===== config.mk =====
export PLATFORM = sky130hd
export DESIGN_NAME = sipo_deser
export DESIGN_NICKNAME = d
export VERILOG_FILES = /design/src/rtl/sipo_deser.sv
export SDC_FILE = /design/constraint.sdc
export NUM_CORES = 1
export LEC_CHECK = 0
export BUFFER_PORTS_ARGS = -buffer_cell sky130_fd_sc_hd__buf_2
export CAP_MARGIN = 15
export CORE_UTILIZATION = 35
export CTS_BUF_LIST = sky130_fd_sc_hd__clkbuf_16
export CTS_CLUSTER_SIZE = 12
export DETAILED_ROUTE_END_ITERATION = 10
export PLACE_DENSITY_LB_ADDON = 0.08
export SLEW_MARGIN = 5
export SYNTH_ARGS = -nofsm -noshare
export SYNTH_HDL_FRONTEND = slang
export SYNTH_SLANG_ARGS = --single-unit

===== constraint.sdc =====
create_clock -name clk -period 1.4 [get_ports clk]
set_input_delay 0.14 -clock clk [delete_from_list [all_inputs] [get_ports clk]]
set_output_delay 0.14 -clock clk [all_outputs]
set_load 0.02 [all_outputs]

===== src/rtl/sipo_deser.sv =====
// Serial-in, parallel-out deserializer: assembles WIDTH-bit words from a bit stream
// into a single holding register with a valid/ready handshake and a sticky overrun flag.
module sipo_deser #(
    parameter int WIDTH     = 4,
    parameter bit MSB_FIRST = 1'b0
) (
    input  logic                       clk,
    input  logic                       rst_n,
    input  logic                       si,
    input  logic                       si_valid,
    input  logic                       sync,
    output logic [WIDTH-1:0]           dout,
    output logic                       dout_valid,
    input  logic                       dout_ready,
    output logic                       overrun,
    input  logic                       ovr_clr,
    output logic [$clog2(WIDTH)-1:0]   bit_cnt
);

    localparam int CW = $clog2(WIDTH);
    localparam logic [CW-1:0] LAST = CW'(WIDTH - 1);

    typedef enum logic {IDLE, SHIFT} state_t;

    state_t           state_q, state_d;
    logic [WIDTH-1:0] sr_q, sr_d;
    logic [WIDTH-1:0] dout_q, dout_d;
    logic             dv_q, dv_d;
    logic             ovr_q, ovr_d;
    logic [CW-1:0]    cnt_q, cnt_d;
    logic [WIDTH-1:0] shift_src, shifted;
    logic             ovr_set;

    always_comb begin
        // A sync strobe drops the partial word before the current bit shifts in.
        shift_src = sync ? '0 : sr_q;
        if (MSB_FIRST) shifted = {shift_src[WIDTH-2:0], si};
        else           shifted = {si, shift_src[WIDTH-1:1]};

        state_d = state_q;
        sr_d    = sr_q;
        cnt_d   = cnt_q;
        dout_d  = dout_q;
        dv_d    = dv_q;
        ovr_set = 1'b0;

        if (dv_q && dout_ready) dv_d = 1'b0;

        if (si_valid) begin
            if (!sync && cnt_q == LAST) begin
                sr_d    = '0;
                cnt_d   = '0;
                state_d = IDLE;
                if (!dv_q || dout_ready) begin
                    dout_d = shifted;
                    dv_d   = 1'b1;
                end else begin
                    ovr_set = 1'b1;
                end
            end else begin
                sr_d    = shifted;
                cnt_d   = sync ? CW'(1) : cnt_q + CW'(1);
                state_d = SHIFT;
            end
        end else if (sync) begin
            sr_d    = '0;
            cnt_d   = '0;
            state_d = IDLE;
        end

        // Set has priority over clear when both land on the same edge.
        ovr_d = (ovr_q & ~ovr_clr) | ovr_set;
    end

    always_ff @(posedge clk or negedge rst_n) begin
        if (!rst_n) begin
            state_q <= IDLE;
            sr_q    <= '0;
            dout_q  <= '0;
            dv_q    <= 1'b0;
            ovr_q   <= 1'b0;
            cnt_q   <= '0;
        end else begin
            state_q <= state_d;
            sr_q    <= sr_d;
            dout_q  <= dout_d;
            dv_q    <= dv_d;
            ovr_q   <= ovr_d;
            cnt_q   <= cnt_d;
        end
    end

    assign dout       = dout_q;
    assign dout_valid = dv_q;
    assign overrun    = ovr_q;
    assign bit_cnt    = cnt_q;

endmodule


==> results.md, run 1 <==
* Status: finished clean
* First-pass GRT wire length at 1.46 mm
* Clock network power share at 47.5%
* Fin. Hold Viols at 0
* Netlist cell types at 17
* Max Buffers Root-to-Sink at 2
* Area Overhead vs Synth at 38.5%
* Root Buffer: clkbuf_16
* Nets at 70
* Peak Freq at 0.755 GHz
* Syn_nets at 49
* Tmin final at 1330 ps
* Via-per-instance ratio at 4.82
* Worst setup margin at 74.7 ps
* CP Data Arrival Time at 1450 ps
* Slew Limit Headroom at 83.4%
* Post-route ant nets at 0
* Final Setup Violations at 0
* CP startpoint kind: flop
* TritonCTS clock tree: yes
* Clk slew on worst S/H paths at 40 ps
* Crit Path Class: reg2reg
* P per Cell Area at 1580 mW/mm²
* Clk sinks at 11
* Period utilisation layout at 94.7%
* Core ar. at 0.00130 mm²
* Critical path required time at 1520 ps
* Sw frac at 24.9%
* Iteration-0 DRC Markers at 4
* Post-layout util at 52.6%
* Initial antenna violation count at 0
* Clk_lat worst skew at 240 ps
* Setup_tns at 0 ps
* Rows at 13
* Antenna diode count at 0
* YS warnings at 0
* Leakage power total at 0.374 nW
* Final Max Tran Viols at 0
* Post-Place Worst Slack at 74.7 ps
* Starting Density at 38.0%
* Wire per inst at 12.4 µm
* P_int at 0.813 mW
* Die Wd at 39.6 µm
* I/O pin count at 15
* Fin Clk Skew at 0.862 ps
* Worst Tran Pin Value at 249 ps
* Drt pass-1 iters at 3
* Layout cell share with drive strength beyond 1 at 42.6%
* DRC viols at 0
* Chip height at 39.6 µm
* Total gr overflow at 0
* Worst setup EP type: flop
* H-tree depth at 1
* Hold WC Path Type: in2reg
* Synth Area per Inst at 12.1 µm²
* Net Sw Power at 0.270 mW
* Yosys reg bits at 11
* Post-synthesis cell count at 41
* Reg power frac at 35.5%
* Critical path peak fanout at 4
* Routability cong. at 0.690
* Max-cap violation count at 0
* Vias in the first global route at 354
* Largest net degree at the start of global routing at 12
* Max VDD drop at 0.000772 V
* Via count at 366
* RSZ-0062 raised after global routing: no
* Port bufs at 14
* Die ar. at 0.00157 mm²
* Num CTS Buffers at 3
* Global-route usage over all layers at 15.0%
* Routed WL at 940 µm
* Comb power frac at 16.9%
* Synthesized area at 494 µm²
* Sequential cell area fraction in the yosys report at 55.7%
## sequential cells by signal, summed over array words and instances (netlist names)
name        cells
bit_cnt         2
dout_valid      1
dout            4
sr_q            3
overrun         1
## cell type report
cell class | count | area [µm²]
Inverter | 2 | 7.51
Sequential cell | 11 | 278
Clock buffer | 3 | 75.1
Fill cell | 128 | 617
Tap cell | 15 | 18.8
Timing Repair Buffer | 16 | 87.6
Multi-Input combinational cell | 28 | 214
Clock inverter | 1 | 3.75
## layout by cell type, fill, tap and decap left out
master	count
nand2_1	1
dlygate4sd3_1	1
and2b_1	3
nand3_1	1
buf_4	1
nor2_1	3
nand3b_4	1
buf_2	14
mux2_2	3
nor2b_1	3
nand2b_1	4
clkbuf_16	3
o22ai_1	1
inv_1	3
dfrtp_1	9
a21oi_1	3
mux2i_1	1
dfrtp_2	2
o21ai_0	1
ha_2	1
nor2b_4	1
xnor2_1	1
## cells by family after synthesis
| group | count (synthesis) | share of synthesized area (%) |
|---|---|---|
| AND/OR/NAND/NOR | 17 | 24.3 |
| flip-flops | 11 | 55.7 |
| AO/OA/AOI/OAI | 5 | 5.32 |
| multiplexers | 4 | 8.86 |
| buffers and inverters | 2 | 1.52 |
| XOR/XNOR | 1 | 1.77 |
| adder cells (fa/ha/maj) | 1 | 2.53 |
## synthesized netlist by cell type
cell      instances  area [µm²]
nor2_1            3        11.3
a21oi_1           3        15.0
nand3b_4          1        20.0
nor2b_1           3        18.8
o21ai_0           1        5.00
and2b_1           3        22.5
nand2b_1          4        25.0
mux2i_1           1        10.0
xnor2_1           1        8.76
dfrtp_1          11         275
mux2_2            3        33.8
o22ai_1           1        6.26
ha_1              1        12.5
nand2_1           1        3.75
inv_1             2        7.51
nand3_1           1        5.00
nor2b_4           1        13.8
## path summary, 6_finish.rpt
kind                                  from         end  slack (ps)  cells after the start
min in group asynchronous            rst_n     dout[3]         300                      2
max in group asynchronous            rst_n  bit_cnt[0]         890                      2
worst min register to register     dout[3]     dout[3]         500                      1
worst min-delay path               ovr_clr     overrun          90                      2
worst max register to register  bit_cnt[0]     dout[1]          70                      4
worst max-delay path            bit_cnt[0]     dout[1]          70                      4
## layer usage
layer | vias to the layer above | share of wire [%] | routed length, µm | track usage (%)
li1 | 173 | - | - | -
met1 | 175 | 44 | 409 | 16.8
met2 | 15 | 45 | 425 | 23.4
met3 | 3 | 8.4 | 79 | 5.11
met4 | 0 | 2.6 | 24 | 10.3
met5 | - | 0 | 0 | 0
## metrics by stage
step                      instance area [µm²]  power (mW)  hold slack (ps)  std cells
after floorplan                           499       0.501             -156         41
after global placement                    588       0.566             12.4         70
after detailed placement                  588       0.572             21.2         70
after CTS                                 677        1.09             93.2         75
after global routing                      684        1.14              103         76
final                                     684        1.08             92.2         76
## worst max-delay path: stages (launching register included)
cell	delay [ps]
dfrtp_2	370
ha_2	220
nand3b_4	100
nor2b_4	170
mux2_2	340
## power by group through the flow
stage	sequential, mW	clock [mW]	combinational [mW]
after floorplan	0.439	0	0.0619
after global placement	0.388	0	0.178
after detailed placement	0.390	0	0.182
after CTS	0.385	0.522	0.187
after global routing	0.389	0.546	0.201
final	0.385	0.515	0.183
## timing repair
item | CTS | global route
buffers inserted | 0 | 1
gates resized for setup | 0 | 0
endpoints found under the setup margin | 0 | 2
endpoints found under the hold margin | 11 | 0
hold buffers | 1 | 0
(Power assumes the default switching activity.)
==> run 2: changes to the inputs <==
--- a/config.mk
+++ b/config.mk
@@ -7,10 +7,11 @@
 export LEC_CHECK = 0
 export BUFFER_PORTS_ARGS = -buffer_cell sky130_fd_sc_hd__buf_2
 export CAP_MARGIN = 15
-export CORE_UTILIZATION = 35
+export CORE_AREA = 2 2 39 41
 export CTS_BUF_LIST = sky130_fd_sc_hd__clkbuf_16
 export CTS_CLUSTER_SIZE = 12
 export DETAILED_ROUTE_END_ITERATION = 10
+export DIE_AREA = 0 0 41 43
 export PLACE_DENSITY_LB_ADDON = 0.08
 export SLEW_MARGIN = 5
 export SYNTH_ARGS = -nofsm -noshare
==> run 2 against run 1 <==
  * Critical path depth is the same
  * Sequential power barely moved
  * Worst hold slack improved by 3.4 ps
  * Maximum frequency decreased by 0.15%
  * Clock skew about the same
  * Critical path type unchanged
==> results.md, run 2 (synthesis results as in run 1) <==
* Max Buffers Root-to-Sink at 2
* Min-delay src: ovr_clr
* Num CTS Buffers at 3
* DP HPWL at 684 µm
* I/O pin count at 15
* Max-cap violation count at 0
* P per Cell Area at 1580 mW/mm²
* Max reg flops at 4
* Routability cong. at 0.727
* Area Overhead vs Synth at 37.2%
* Post-CTS Setup Inserts at 0
* Total gr overflow at 0
* Worst Hold Path EP: overrun
* Hold depth at 2
* Tmin final at 1330 ps
* Post-route ant nets at 0
* Leakage power total at 0.368 nW
* Routed WL at 876 µm
* Hold WC Path Type: in2reg
* Vias in the first global route at 363
* Drt pass-1 iters at 4
* Total design power at 1.07 mW
* CP Data Arrival Time at 1440 ps
* Critical path required time at 1520 ps
* CP startpoint kind: flop
* Rows at 14
* Iteration-0 DRC Markers at 5
* Commonest non-fill, non-tap cell in the layout: buf_2
* Wire per inst at 11.5 µm
* Worst Tran Pin Value at 241 ps
* Root Buffer: clkbuf_16
* Nets at 69
* Placed Area at 589 µm²
* Final Setup Violations at 0
* Antenna diode count at 0
* Core ar. at 0.00138 mm²
* Via count at 363
* Period utilisation layout at 94.8%
* DRC viols at 0
* Peak Freq at 0.753 GHz
* Die Wd at 41 µm
* Slew Limit Headroom at 83.9%
* Fin Clk Skew at 0.437 ps
* Clk sinks at 11
* Port bufs at 14
* Via-per-instance ratio at 4.78
* Status: finished clean
* Commonest cells after routing, fill and taps aside: buf_2 (14), dfrtp_1 (9), nand2b_1 (4)
* Clk_lat worst skew at 240 ps
* RSZ-0062 raised after global routing: no
* Chip height at 43 µm
* Layout cell share with drive strength beyond 1 at 41.7%
* Max VDD drop at 0.000644 V
* Flop-to-flop setup slack at 70 ps
* Global-route usage over all layers at 13.2%
* Non-filler cells, final at 76
* TritonCTS clock tree: yes
* Worst setup EP type: flop
* Crit Reg-Reg Endpoint: dout[1]
* Fin. Hold Viols at 0
* Initial antenna violation count at 0
* Final Max Tran Viols at 0
* Crit Path Class: reg2reg
* H-tree depth at 1
* Clk slew on worst S/H paths at 40 ps
* Starting Density at 35.7%
* Die ar. at 0.00176 mm²
* Post-layout util at 49.0%
* Largest net degree at the start of global routing at 12
* First-pass GRT wire length at 1.46 mm
* R2R depth at 4
* Final Cell Area at 678 µm²
* Placed cells at 71
* Critical path peak fanout at 4
* Reg-to-Reg Start: bit_cnt[0]
* Setup_tns at 0 ps
-- run 2: worst max path at each step --
stage | end | depth (start not counted) | startpoint
floorplan | dout[3] | 4 | bit_cnt[0]
global placement | dout[0] | 4 | bit_cnt[0]
detailed placement | dout[0] | 4 | bit_cnt[0]
CTS | dout[1] | 4 | bit_cnt[0]
global route | dout[0] | 4 | bit_cnt[0]
finish | dout[1] | 4 | bit_cnt[0]
-- run 2: what timing repair did --
action / CTS / global route
hold buffers: 1 / 0
resized for setup: 0 / 0
hold endpoints to repair: 11 / 0
-- run 2: final cells by class --
type,count,area [µm²]
clock buffer,3,75.1
clock inverter,1,3.75
fill,132,706
inverter,2,7.51
multi-input combinational,28,214
sequential,11,278
tap,16,20.0
timing repair buffer,15,80.1
-- run 2: report_power, final --
group          total, mW  internal [mW]  switching [mW]
combinational      0.181         0.0742           0.107
clock              0.505          0.374           0.131
sequential         0.388          0.364          0.0239
total               1.07          0.812           0.262
-- run 2: layer usage --
metal	up-vias	track usage, %	wire (µm)
met1	172	14.0	375
met5	-	0	0
li1	173	-	-
met2	16	19.1	399
met4	0	12.0	17
met3	2	4.71	84
-- run 2: worst max-delay path, cell delays in order (launching register included) --
cell	delay [ps]
dfrtp_2	370
ha_2	220
nand3b_4	100
nor2b_4	170
mux2_2	350
-- run 2: metrics by stage --
stage,setup WS [ps],hold slack (ps)
after floorplan,50.6,-156
after detailed placement,75.6,16.8
after global routing,7.59,109
after global placement,110,12.6
final,72.7,95.7
after CTS,65.3,94.4
